[src/rtl/johnson_pkg.sv]
// Shared types and Johnson-code helpers for the slot scheduler.
package johnson_pkg;

   // Scheduler control states
   typedef enum logic [0:0] {
      SCAN  = 1'b0,
      GRANT = 1'b1
   } sched_state_t;

   // Number of set bits among the low 'width' bits of a Johnson code
   function automatic int unsigned jc_ones(input logic [31:0] code,
                                           input int unsigned width);
      int unsigned ones;
      ones = 0;
      for (int unsigned i = 0; i < 32; i++) begin
         if ((i < width) && code[i]) begin
            ones++;
         end
      end
      return ones;
   endfunction

   // Johnson code to slot index: ones fill from the top first, then drain from the top
   function automatic int unsigned jc_decode(input logic [31:0] code,
                                             input int unsigned width);
      int unsigned ones;
      ones = jc_ones(code, width);
      if (code[0] == 1'b0) begin
         return ones;
      end
      return (2 * width) - ones;
   endfunction

   // A legal Johnson code has at most one boundary between adjacent differing bits
   function automatic logic jc_legal(input logic [31:0] code,
                                     input int unsigned width);
      int unsigned edges;
      edges = 0;
      for (int unsigned i = 0; i < 31; i++) begin
         if (((i + 1) < width) && (code[i] != code[i+1])) begin
            edges++;
         end
      end
      return (edges <= 32'd1);
   endfunction

endpackage

[src/rtl/johnson_step_ctr.sv]
// Johnson counter register with step enable and synchronous clear.
module johnson_step_ctr #(
   parameter int unsigned WIDTH = 4
) (
   input  logic             clk,
   input  logic             rst_n,
   input  logic             step,
   input  logic             clr,
   output logic [WIDTH-1:0] q
);

   // Clear wins over step; the register advances one Johnson position per step
   always_ff @(posedge clk) begin
      if (!rst_n) begin
         q <= '0;
      end else if (clr) begin
         q <= '0;
      end else if (step) begin
         q <= {~q[0], q[WIDTH-1:1]};
      end
   end

endmodule

[src/rtl/johnson_slot_sched.sv]
// Johnson-counter time-slot scheduler: visits 2*WIDTH slots in fixed order,
// grants the current slot owner for at most HOLD cycles per visit.
// Optional illegal-phase checker: define JOHNSON_SLOT_SCHED_ERR_CHK_EN.
module johnson_slot_sched #(
   parameter int unsigned WIDTH = 4,
   parameter int unsigned HOLD  = 4
) (
   input  logic                          clk,
   input  logic                          rst_n,
   input  logic                          en,
   input  logic [2*WIDTH-1:0]            req,
   output logic [2*WIDTH-1:0]            gnt,
   output logic                          gnt_vld,
   output logic [$clog2(2*WIDTH)-1:0]    gnt_id,
   output logic [WIDTH-1:0]              phase,
   output logic                          err
);

   import johnson_pkg::*;

   localparam int unsigned NREQ = 2 * WIDTH;
   localparam int unsigned SW   = $clog2(NREQ);
   localparam int unsigned HW   = (HOLD > 1) ? $clog2(HOLD) : 1;

   sched_state_t    state_q;
   sched_state_t    state_d;
   logic [HW-1:0]   hold_q;
   logic [HW-1:0]   hold_d;
   logic [NREQ-1:0] gnt_d;
   logic            gnt_vld_d;
   logic [SW-1:0]   gnt_id_d;

   logic            step_c;
   logic            clr_c;
   logic            illegal_c;
   logic            req_cur_c;
   logic            hold_last_c;
   logic [SW-1:0]   slot_c;

   // Johnson register holding the slot position
   johnson_step_ctr #(
      .WIDTH (WIDTH)
   ) u_ctr (
      .clk   (clk),
      .rst_n (rst_n),
      .step  (step_c),
      .clr   (clr_c),
      .q     (phase)
   );

   // Slot currently owning the time slot and its request level
   assign slot_c      = SW'(jc_decode(32'(phase), WIDTH));
   assign req_cur_c   = req[slot_c];
   assign hold_last_c = (hold_q == HW'(HOLD - 1));

`ifdef JOHNSON_SLOT_SCHED_ERR_CHK_EN
   logic err_q;

   assign illegal_c = !jc_legal(32'(phase), WIDTH);
   assign err       = err_q;

   // Sticky illegal-phase flag, cleared only by reset
   always_ff @(posedge clk) begin
      if (!rst_n) begin
         err_q <= 1'b0;
      end else if (illegal_c) begin
         err_q <= 1'b1;
      end
   end
`else
   assign illegal_c = 1'b0;
   assign err       = 1'b0;
`endif

   // Next-state, slot-step and next-grant decision
   always_comb begin
      state_d   = state_q;
      hold_d    = hold_q;
      gnt_d     = '0;
      gnt_vld_d = 1'b0;
      gnt_id_d  = '0;
      step_c    = 1'b0;
      clr_c     = 1'b0;

      if (illegal_c) begin
         // Recover to slot 0 with no grant
         clr_c   = 1'b1;
         state_d = SCAN;
         hold_d  = '0;
      end else begin
         case (state_q)
            SCAN: begin
               if (en) begin
                  if (req_cur_c) begin
                     state_d   = GRANT;
                     hold_d    = '0;
                     gnt_d     = NREQ'(1) << slot_c;
                     gnt_vld_d = 1'b1;
                     gnt_id_d  = slot_c;
                  end else begin
                     step_c = 1'b1;
                  end
               end
            end
            GRANT: begin
               if (!en) begin
                  // Disable keeps the slot position so the owner resumes first
                  state_d = SCAN;
                  hold_d  = '0;
               end else if (!req_cur_c || hold_last_c) begin
                  state_d = SCAN;
                  hold_d  = '0;
                  step_c  = 1'b1;
               end else begin
                  hold_d    = hold_q + HW'(1);
                  gnt_d     = NREQ'(1) << slot_c;
                  gnt_vld_d = 1'b1;
                  gnt_id_d  = slot_c;
               end
            end
            default: begin
               state_d = SCAN;
               hold_d  = '0;
            end
         endcase
      end
   end

   // State, hold counter and registered grant outputs
   always_ff @(posedge clk) begin
      if (!rst_n) begin
         state_q <= SCAN;
         hold_q  <= '0;
         gnt     <= '0;
         gnt_vld <= 1'b0;
         gnt_id  <= '0;
      end else begin
         state_q <= state_d;
         hold_q  <= hold_d;
         gnt     <= gnt_d;
         gnt_vld <= gnt_vld_d;
         gnt_id  <= gnt_id_d;
      end
   end

endmodule

[config.mk]
export PLATFORM = sky130hd
export DESIGN_NAME = johnson_slot_sched
export DESIGN_NICKNAME = d
export VERILOG_FILES = /design/src/rtl/johnson_pkg.sv /design/src/rtl/johnson_step_ctr.sv /design/src/rtl/johnson_slot_sched.sv
export SDC_FILE = /design/constraint.sdc
export NUM_CORES = 1
export LEC_CHECK = 0
export ABC_AREA = 1
export BUFFER_PORTS_ARGS = -buffer_cell sky130_fd_sc_hd__buf_4
export CORE_ASPECT_RATIO = 1.2
export CORE_MARGIN = 2
export CORE_UTILIZATION = 45
export DETAILED_ROUTE_END_ITERATION = 8
export HOLD_SLACK_MARGIN = 0.06
export PLACE_DENSITY = 0.69
export SYNTH_ARGS = -nofsm -noshare
export SYNTH_HDL_FRONTEND = slang
export SYNTH_SLANG_ARGS = --single-unit
[constraint.sdc]
create_clock -name clk -period 6.06 [get_ports clk]
set_clock_uncertainty 0.15 [all_clocks]
set_input_delay 1.212 -clock clk [delete_from_list [all_inputs] [get_ports clk]]
set_output_delay 1.212 -clock clk [all_outputs]
set_load 0.01 [all_outputs]
==> metrics.md, run 1 <==
| Metric | Value |
|---|---|
| Status | finished, final reports clean |
| Routability Congestion | 0.939 |
| First-pass GRT wire length | 4160 µm |
| Mapped Cells | 175 |
| Final Hold Viols | 0 |
| Layout Cells excl Fill | 234 |
| Final Util | 56.7% |
| Area of the multi-input gates | 719 µm² |
| Type of origin of the critical path | flip-flop |
| Syn nets | 192 |
| Via-to-Cell Ratio | 4.89 |
| Min-delay src | hold_q[1]$_SDFFE_PN0P_ |
| Die span in x | 51.0 µm |
| Period minus WS final | 3.12 ns |
| Post-synth EDFFs | 0 |
| Nets | 219 |
| Maximum vdd drop | 0.000202 V |
| Most used cell, CP | nand2_1 |
| Leak Pwr | 0.746 nW |
| Critical path startpoint | u_ctr.q[0]$_SDFFE_PN0P_ |
| Port bufs | 26 |
| Hold Path Class | reg -> reg |
| Post-CTS sizing | 0 |
| Reg2Reg Launch Point | u_ctr.q[0]$_SDFFE_PN0P_ |
| Fin area | 1430 µm² |
| CP Capture Type | flip-flop |
| Clock Path Buffers | 2 |
| Synth cell types | 27 |
| CTS tree | built |
| Worst Path Buf+Inv | 2 |
| Via count | 1145 |
| Required time worst endpoint | 6.11 ns |
| DPL Wire Length | 2040 µm |
| CP Depth | 16 |
| Post-Place Worst Slack | 2.97 ns |
| Core ar. | 2530 µm² |
| Hold Path End | hold_q[1]$_SDFFE_PN0P_ |
| Main synth FF type | dfxtp_1 |
| Reg area | 360 µm² |
| Commonest non-fill, non-tap cells in the layout | 52 x nand2_1, 26 x buf_4, 22 x nand3_1 |
| Crit-path cells | inv_1, ha_1, inv_1, nand2_1, nand2_1, ha_1, or2_0, nand2_2, nand2_1, nand2_2, nand2_1, nand2_1, nand2_2, nand2_4, nand2_4, nor4_1 |
| Crit Path Class | reg -> reg |
| Hold buffers post-CTS | 0 |
| Worst-path fanout max | 10 |
| Worst path slowest cell | dfxtp_1 |
| Flop2flop setup slack | 2.94 ns |
| ANT cells | 0 |
| Htree depth | 1 |
| Remaining antenna violation count | 0 |
| CTS buffer count | 3 |
| Ys async rst share | 0% |
| GRT Total Usage | 17.4% |
| Row Count | 20 |
| Clock Latency Late Sink | 0.30 ns |
| Period utilization | 51.4% |
| Initial antenna violation count | 0 |
| Area of placed instances | 1400 µm² |
| Post-CTS setup buffers | 0 |
| DR iter-0 viols | 40 |
| Initial core utilization | 47.1% |
| Largest net degree at the start of global routing | 14 |
| Sequential area share after synthesis | 30.3% |
| Worst Hold Depth | 2 |
| Die ar. | 3080 µm² |
| Final setup fails | 0 |
| RSZ-0062 raised after global routing | false |
| CP delay by family, top | simple AND/OR/NAND/NOR gates |
| Max Cap Viol | 0 |
| GRT overflow | 0 |
| Final WS setup | 2.94 ns |
| Area Overhead vs Synth | 20.4% |
| Fmax | 321 MHz |
| Vias in the first global route | 1063 |
| WL per Instance | 10.5 µm |
| Clk pin slew, worst setup/hold paths | 0.10 ns |
| Detailed-route wire length | 2470 µm |
| CTS root buf | clkbuf_4 |
| Mapped Avg Cell Area | 6.81 µm² |
| Power Dens Cells | 478 nW/µm² |
| CTS sink count | 18 |
| Commonest non-fill, non-tap cell in the layout | nand2_1 |
| Post-placement cell count | 230 |
| Yosys warns | 0 |
| # DRC | 0 |
| Mapped Area | 1190 µm² |
| Worst r2r dst | gnt[0]$_SDFF_PN0_ |
| Share of cells above drive strength 1 | 28.4% |
| Worst R2R Path Depth | 16 |
| Synth Register Bits | 18 |
| Fillers | 238 |
| Worst Path Arrival | 3.16 ns |
| Die H | 60.4 µm |
| Worst path max stage delay | 0.57 ns |
| Router iterations before antenna repair | 4 |
| Max Slew Vio Count | 0 |
| I/O Pins | 28 |
| Setup TNS | 0 ns |
==> synth_stat cells, drive strengths merged (2+ instances only) <==
master / number / area (µm²)
a21oi: 5 / 25.0
buf: 3 / 26.3
dfxtp: 18 / 360
ha: 6 / 75.1
inv: 21 / 81.3
nand2: 65 / 297
nand3: 28 / 170
nor2: 14 / 67.6
nor4: 2 / 12.5
o21ai: 5 / 25.0
==> worst max-delay path by stage <==
stage and to:
2_1_floorplan u_ctr.q[3]$_SDFFE_PN0P_, 3_3_place_gp u_ctr.q[3]$_SDFFE_PN0P_, 3_5_place_dp u_ctr.q[3]$_SDFFE_PN0P_, 4_1_cts u_ctr.q[3]$_SDFFE_PN0P_, 5_1_grt u_ctr.q[1]$_SDFFE_PN0P_, 6_report gnt[0]$_SDFF_PN0_
==> power breakdown <==
part / internal (mW) / switching, mW / total, mW / leakage (nW)
clock network: 0.0366 / 0.0378 / 0.0744 / 0.0210
registers: 0.142 / 0.0256 / 0.167 / 0.146
logic: 0.157 / 0.287 / 0.444 / 0.579
total: 0.336 / 0.350 / 0.686 / 0.746
==> tightest hold or removal path, stage by stage (launching register included) <==
cell	delay, ns
dfxtp_1	0.33
nand3_1	0.08
a21oi_1	0.06
==> through the flow <==
| stage | hold slack, ns | total power, mW |
|---|---|---|
| floorplan | 0.310 | 0.518 |
| global route | 0.391 | 0.754 |
| detailed placement | 0.342 | 0.616 |
| finish | 0.350 | 0.686 |
| global placement | 0.322 | 0.607 |
| CTS | 0.356 | 0.690 |
==> registers in the layout, indices dropped and copies added (netlist names) <==
signal   cells
gnt_id       3
gnt          8
state_q      1
u_ctr.q      4
hold_q       2
==> metal layers <==
metal / track usage [%] / share of wire (%) / vias up
met4: 7.72 / 2.7 / 0
met2: 33.8 / 52 / 34
met5: 0 / 0 / -
met3: 2.96 / 4.7 / 9
li1: - / - / 604
met1: 18.4 / 41 / 498
==> area by class of cell <==
| type | instances | area share [%] |
|---|---|---|
| clock buffer | 4 | 2.53 |
| tap | 33 | 2.88 |
| inverter | 21 | 5.67 |
| multi-input combinational | 132 | 50.2 |
| timing repair buffer | 26 | 13.6 |
| sequential | 18 | 25.1 |
==> kinds of logic (layout without fill, tap and decap cells) <==
logic type               Yosys count  count (layout)  synth area share [%]
other                              1               1                 0.315
AO/OA/AOI/OAI                     11              11                  4.83
AND/OR/NAND/NOR                  113             113                  48.2
buffers and inverters             25              51                  9.35
XOR/XNOR                           1               1                 0.735
adder cells (fa/ha/maj)            6               6                  6.30
flip-flops                        18              18                  30.3
No activity file was read; power rests on OpenSTA's default activity.
==> run 2: changes to the inputs <==
Clock period 6.06 ns to 3.2 ns, I/O delays scaled along.
==> run 2 against run 1 <==
Power is 91% higher. Sequential power up 86%. Non-clock buffer count grew 1. Flip-flop and latch count unchanged. Global-route usage grew 0.60 points. Design area grew 0.52%. Combinational power rose by 94%. Worst hold slack got worse by 0.0025 ns. Sequential share of layout area decreased by 0.13 points. Routed wire length up 1.9%. Critical path depth up 1. Clock power grew 87%. Critical path type unchanged. Critical endpoint is now u_ctr.q[1]$_SDFFE_PN0P_. Largest power group unchanged.
==> metrics.md, run 2 (synthesis gave the netlist of run 1 again) <==
| Metric | Value |
|---|---|
| Via count | 1186 (+3.6%) |
| Commonest non-fill, non-tap cell in the layout | nand2_1 |
| Maximum vdd drop | 0.000424 V (+110%) |
| Post-CTS sizing | 0 (unchanged) |
| Worst-path fanout max | 8 (-2) |
| Leak Pwr | 0.751 nW (+0.71%) |
| Share of cells above drive strength 1 | 28.7% (+0.35 points) |
| Initial antenna violation count | 0 (unchanged) |
| Status | finished, final reports clean |
| Commonest non-fill, non-tap cells in the layout | 52 x nand2_1, 27 x buf_4, 22 x nand3_1 |
| Vias in the first global route | 1082 (+1.8%) |
| CTS buffer count | 3 (unchanged) |
| First-pass GRT wire length | 4280 µm (+2.8%) |
| Period minus WS final | 2.85 ns (-0.264 ns) |
| CP Capture Type | flip-flop |
| Htree depth | 1 (unchanged) |
| CTS sink count | 18 (unchanged) |
| Max Slew Vio Count | 0 (unchanged) |
| Worst Path Arrival | 2.90 ns (-0.26 ns) |
| Type of origin of the critical path | flip-flop |
| Port bufs | 26 (unchanged) |
| Detailed-route wire length | 2510 µm (+1.9%) |
| Fin area | 1440 µm² (+0.52%) |
| Final Hold Viols | 0 (unchanged) |
| Fillers | 259 (+8.8%) |
| Routability Congestion | 0.910 (-3.0%) |
| GRT Total Usage | 18.0% (+0.60 points) |
| Max Cap Viol | 0 (unchanged) |
| Clock Path Buffers | 2 (unchanged) |
| Post-CTS setup buffers | 0 (unchanged) |
| Area of placed instances | 1410 µm² (+0.54%) |
| CTS root buf | clkbuf_4 |
| Max FFs per register | 8 (unchanged) |
| # DRC | 0 (unchanged) |
| Remaining antenna violation count | 0 (unchanged) |
| Biggest regs | gnt (8), u_ctr.q (4), gnt_id (3) |
| I/O Pins | 28 (unchanged) |
| Total power | 1.31 mW (+91%) |
| Die H | 60.4 µm (unchanged) |
| Clock Latency Late Sink | 0.29 ns (about the same) |
| Area of the multi-input gates | 719 µm² (unchanged) |
| Core ar. | 2530 µm² (unchanged) |
| Power Dens Cells | 908 nW/µm² (+90%) |
| WL per Instance | 10.7 µm (+1.5%) |
| Via-to-Cell Ratio | 5.05 (+3.1%) |
| Reg with most FFs | gnt |
| Clk pin slew, worst setup/hold paths | 0.11 ns (about the same) |
| Nets | 220 (+0.46%) |
| RSZ-0062 raised after global routing | false |
| Required time worst endpoint | 3.25 ns (-2.86 ns) |
| Row Count | 20 (unchanged) |
| Hold Path Class | reg -> reg |
| Die ar. | 3080 µm² (unchanged) |
| Period utilization | 89.1% (+38 points) |
| Largest net degree at the start of global routing | 14 (unchanged) |
| Router iterations before antenna repair | 4 (unchanged) |
| DPL Wire Length | 2060 µm (+1.3%) |
| ANT cells | 0 (unchanged) |
| Initial core utilization | 47.1% (unchanged) |
| Reg area | 360 µm² (unchanged) |
| GRT overflow | 0 (unchanged) |
| Crit Path Class | reg -> reg |
| Area Overhead vs Synth | 21.0% |
| CTS tree | built |
| Fmax | 351 MHz (+9.3%) |
| Die span in x | 51.0 µm (unchanged) |
| Final setup fails | 0 (unchanged) |
| Hold buffers post-CTS | 0 (unchanged) |
| Setup TNS | 0 ns (unchanged) |
| DR iter-0 viols | 23 (-43%) |
[run 2: cell types whose count changed in the layout (fill, tap and decap cells not counted), sizes merged]
cell	before	now
buf	26	27
[run 2: final timing paths]
check | start | to | slack, ns | depth (start not counted)
setup / recovery | u_ctr.q[1]$_SDFFE_PN0P_ | u_ctr.q[1]$_SDFFE_PN0P_ | 0.35 | 17
hold / removal | hold_q[1]$_SDFFE_PN0P_ | hold_q[1]$_SDFFE_PN0P_ | 0.35 | 2
setup reg to reg | u_ctr.q[1]$_SDFFE_PN0P_ | u_ctr.q[1]$_SDFFE_PN0P_ | 0.35 | 17
hold reg to reg | hold_q[1]$_SDFFE_PN0P_ | hold_q[1]$_SDFFE_PN0P_ | 0.35 | 2
[run 2: metrics by stage]
step / std cells / worst slack, ns / hold slack (ns) / util [%]
after detailed placement: 231 / 0.382 / 0.336 / 55.6
after global placement: 231 / 0.494 / 0.325 / 55.6
final: 235 / 0.349 / 0.347 / 57.0
after global routing: 235 / 0.0679 / 0.372 / 57.0
after CTS: 235 / 0.348 / 0.353 / 57.0
after floorplan: 175 / 0.379 / 0.310 / -
[run 2: layout make-up]
cell class	instances	area share (%)
clock buffers	4	2.52
flip-flops and latches	18	25.0
repair buffers	27	14.1
multi-input cells	132	49.9
well taps	33	2.86
inverters	21	5.64
[run 2: report_power, final]
part / switching (mW) / internal (mW) / total, mW
sequential: 0.0423 / 0.268 / 0.311
combinational: 0.557 / 0.302 / 0.860
clock: 0.0693 / 0.0693 / 0.139
total: 0.669 / 0.640 / 1.31
[run 2: metal layers]
layer | track usage, % | vias up | wire, µm
met5 | 0 | - | 0
met4 | 6.56 | 0 | 33
met3 | 4.19 | 6 | 110
met2 | 36.0 | 26 | 1370
met1 | 18.1 | 549 | 998
li1 | - | 605 | -
[run 2: worst max-delay path, cell delays in order (launching register included)]
cell	delay (ns)
dfxtp_1	0.43
inv_1	0.10
ha_1	0.35
inv_1	0.08
nand2_1	0.10
nand2_1	0.08
ha_1	0.29
or2_0	0.23
nand2_2	0.09
nand2_1	0.06
nand3_2	0.12
nand3_2	0.08
nand2_2	0.09
nand3_2	0.08
nand2_4	0.11
nand2_4	0.08
a21oi_1	0.15
nor2_1	0.07
==> run 3: changes to the inputs <==
--- a/config.mk
+++ b/config.mk
@@ -13,5 +13,5 @@
 export DETAILED_ROUTE_END_ITERATION = 8
 export HOLD_SLACK_MARGIN = 0.06
-export PLACE_DENSITY = 0.69
+export PLACE_DENSITY = 0.77
 export SYNTH_ARGS = -nofsm -noshare
 export SYNTH_HDL_FRONTEND = slang
==> constraint.sdc (replaced) <==
create_clock -name clk -period 3.2 [get_ports clk]
set_clock_uncertainty 0.15 [all_clocks]
set_input_delay 0.32 -clock clk [delete_from_list [all_inputs] [get_ports clk]]
set_output_delay 0.32 -clock clk [all_outputs]
set_load 0.01 [all_outputs]
==> run 3 against run 2 <==
Register-to-register slack better by 0.06 ns. First-iteration DRC count is 35% lower. Routed wire length down 11%. Clock-buffer cell count stayed put. Largest cell class unchanged.
==> metrics.md, run 3 (synthesis gave the netlist of run 1 again) <==
| Metric | Value |
|---|---|
| Status | finished, final reports clean |
| Initial antenna violation count | 0 (unchanged) |
| Worst path max stage delay | 0.41 ns (-0.02 ns) |
| Initial core utilization | 47.1% (unchanged) |
| WHS | 0.133 ns (-0.215 ns) |
| Hold Path Class | in -> reg |
| Reg with most FFs | gnt |
| Setup TNS | 0 ns (unchanged) |
| Max Slew Vio Count | 0 (unchanged) |
| DPL Wire Length | 1870 µm (-9.2%) |
| Via count | 1122 (-5.4%) |
| Biggest regs | gnt (8), u_ctr.q (4), gnt_id (3) |
| Power Dens Cells | 889 nW/µm² (-2.1%) |
| Post-CTS sizing | 0 (unchanged) |
| Die H | 60.4 µm (unchanged) |
| Final setup fails | 0 (unchanged) |
| ANT cells | 0 (unchanged) |
| Max FFs per register | 8 (unchanged) |
| CTS root buf | clkbuf_4 |
| Fmax | 358 MHz (+2.0%) |
| Die ar. | 3080 µm² (unchanged) |
| I/O Pins | 28 (unchanged) |
| Htree depth | 1 (unchanged) |
| DR iter-0 viols | 15 (-35%) |
| RSZ-0062 raised after global routing | false |
| Port bufs | 26 (unchanged) |
| Most used cell, CP | nand2_1 |
| CTS sink count | 18 (unchanged) |
| Commonest non-fill, non-tap cell in the layout | nand2_1 |
| Type of origin of the critical path | flip-flop |
| Largest net degree at the start of global routing | 14 (unchanged) |
| Share of cells above drive strength 1 | 28.7% (unchanged) |
| Final Hold Viols | 0 (unchanged) |
| Post-CTS setup buffers | 0 (unchanged) |
| CP Capture Type | flip-flop |
| Maximum vdd drop | 0.000542 V (+28%) |
| Commonest non-fill, non-tap cells in the layout | 52 x nand2_1, 27 x buf_4, 22 x nand3_1 |
| GRT overflow | 0 (unchanged) |
| Critical path startpoint | u_ctr.q[1]$_SDFFE_PN0P_ |
| # DRC | 0 (unchanged) |
| Area Overhead vs Synth | 21.0% (unchanged) |
| Router iterations before antenna repair | 4 (unchanged) |
| Required time worst endpoint | 3.24 ns (about the same) |
| Via-to-Cell Ratio | 4.77 (-5.4%) |
| CTS tree | built |
| Detailed-route wire length | 2240 µm (-11%) |
| GRT Total Usage | 16.0% (-2.0 points) |
| First-pass GRT wire length | 3880 µm (-9.2%) |
| Routability Congestion | 0.854 (-6.2%) |
| Fin area | 1440 µm² (unchanged) |
| Max Cap Viol | 0 (unchanged) |
| Worst path slowest cell | dfxtp_1 |
| Worst Path Arrival | 2.84 ns (-0.06 ns) |
| Area of placed instances | 1410 µm² (unchanged) |
| CTS buffer count | 3 (unchanged) |
| Total power | 1.28 mW (-2.1%) |
| Min-delay src | rst_n |
| Nets | 220 (unchanged) |
| Period utilization | 87.3% (-1.8 points) |
| Clock Latency Late Sink | 0.29 ns (about the same) |
| WL per Instance | 9.55 µm (-11%) |
| Hold buffers post-CTS | 0 (unchanged) |
| Row Count | 20 (unchanged) |
| Vias in the first global route | 976 (-9.8%) |
| Period minus WS final | 2.79 ns (-0.0563 ns) |
| Leak Pwr | 0.751 nW (unchanged) |
| Clk pin slew, worst setup/hold paths | 0.10 ns (about the same) |
| Remaining antenna violation count | 0 (unchanged) |
| Reg2Reg Launch Point | u_ctr.q[1]$_SDFFE_PN0P_ |
| Clock Path Buffers | 2 (unchanged) |
| Core ar. | 2530 µm² (unchanged) |
| Crit-path cells | inv_1, ha_1, inv_1, nand2_1, nand2_1, ha_1, or2_0, nand2_2, nand2_1, nand2_2, nand2_1, nand2_1, nand2_2, nand2_4, nand2_4, nor4_1 |
| Layout Cells excl Fill | 235 (unchanged) |
| Post-placement cell count | 231 (unchanged) |
| Worst-path fanout max | 6 (-2) |
| Die span in x | 51.0 µm (unchanged) |
| Crit Path Class | reg -> reg |
-- run 3: cell counts in the layout (fill, tap and decap cells not counted) --
Identical to the previous run, type by type.
-- run 3: layout make-up --
| class | instances | area [µm²] |
|---|---|---|
| timing repair buffer | 27 | 203 |
| inverter | 21 | 81.3 |
| sequential | 18 | 360 |
| fill | 261 | 1090 |
| multi-input combinational | 132 | 719 |
| tap | 33 | 41.3 |
| clock buffer | 4 | 36.3 |
-- run 3: per-layer routing --
metal / part of all wire, % / wire [µm] / GRT usage [%] / vias up
li1: - / - / - / 608
met2: 52 / 1170 / 31.9 / 20
met1: 44 / 977 / 17.7 / 494
met4: 0 / 0 / 2.32 / 0
met5: 0 / 0 / 0 / -
met3: 4.4 / 99 / 3.20 / 0
-- run 3: critical path, delay by kind of cell, from the launching register on --
family | cells | cell delay [ns]
buffers and inverters | 2 | 0.18
adder cells (fa/ha/maj) | 2 | 0.62
AND/OR/NAND/NOR | 12 | 1.34
flip-flops | 1 | 0.41
-- run 3: final timing paths --
check	cells after the start	slack, ns	end
hold reg to reg	2	0.35	hold_q[1]$_SDFFE_PN0P_
hold / removal	3	0.13	hold_q[1]$_SDFFE_PN0P_
setup reg to reg	16	0.41	gnt[0]$_SDFF_PN0_
setup / recovery	16	0.41	gnt[0]$_SDFF_PN0_
-- run 3: power by group --
group	leakage, nW	switching [mW]	internal [mW]
Clock	0.0210	0.0667	0.0692
Sequential	0.146	0.0393	0.268
Combinational	0.584	0.536	0.301
Total	0.751	0.642	0.639
-- run 3: through the flow --
step	util (%)	setup slack, ns
5_1_grt	57.0	0.148
3_5_place_dp	55.6	0.424
3_3_place_gp	55.6	0.487
6_report	57.0	0.405
2_1_floorplan	-	0.379
4_1_cts	57.0	0.391
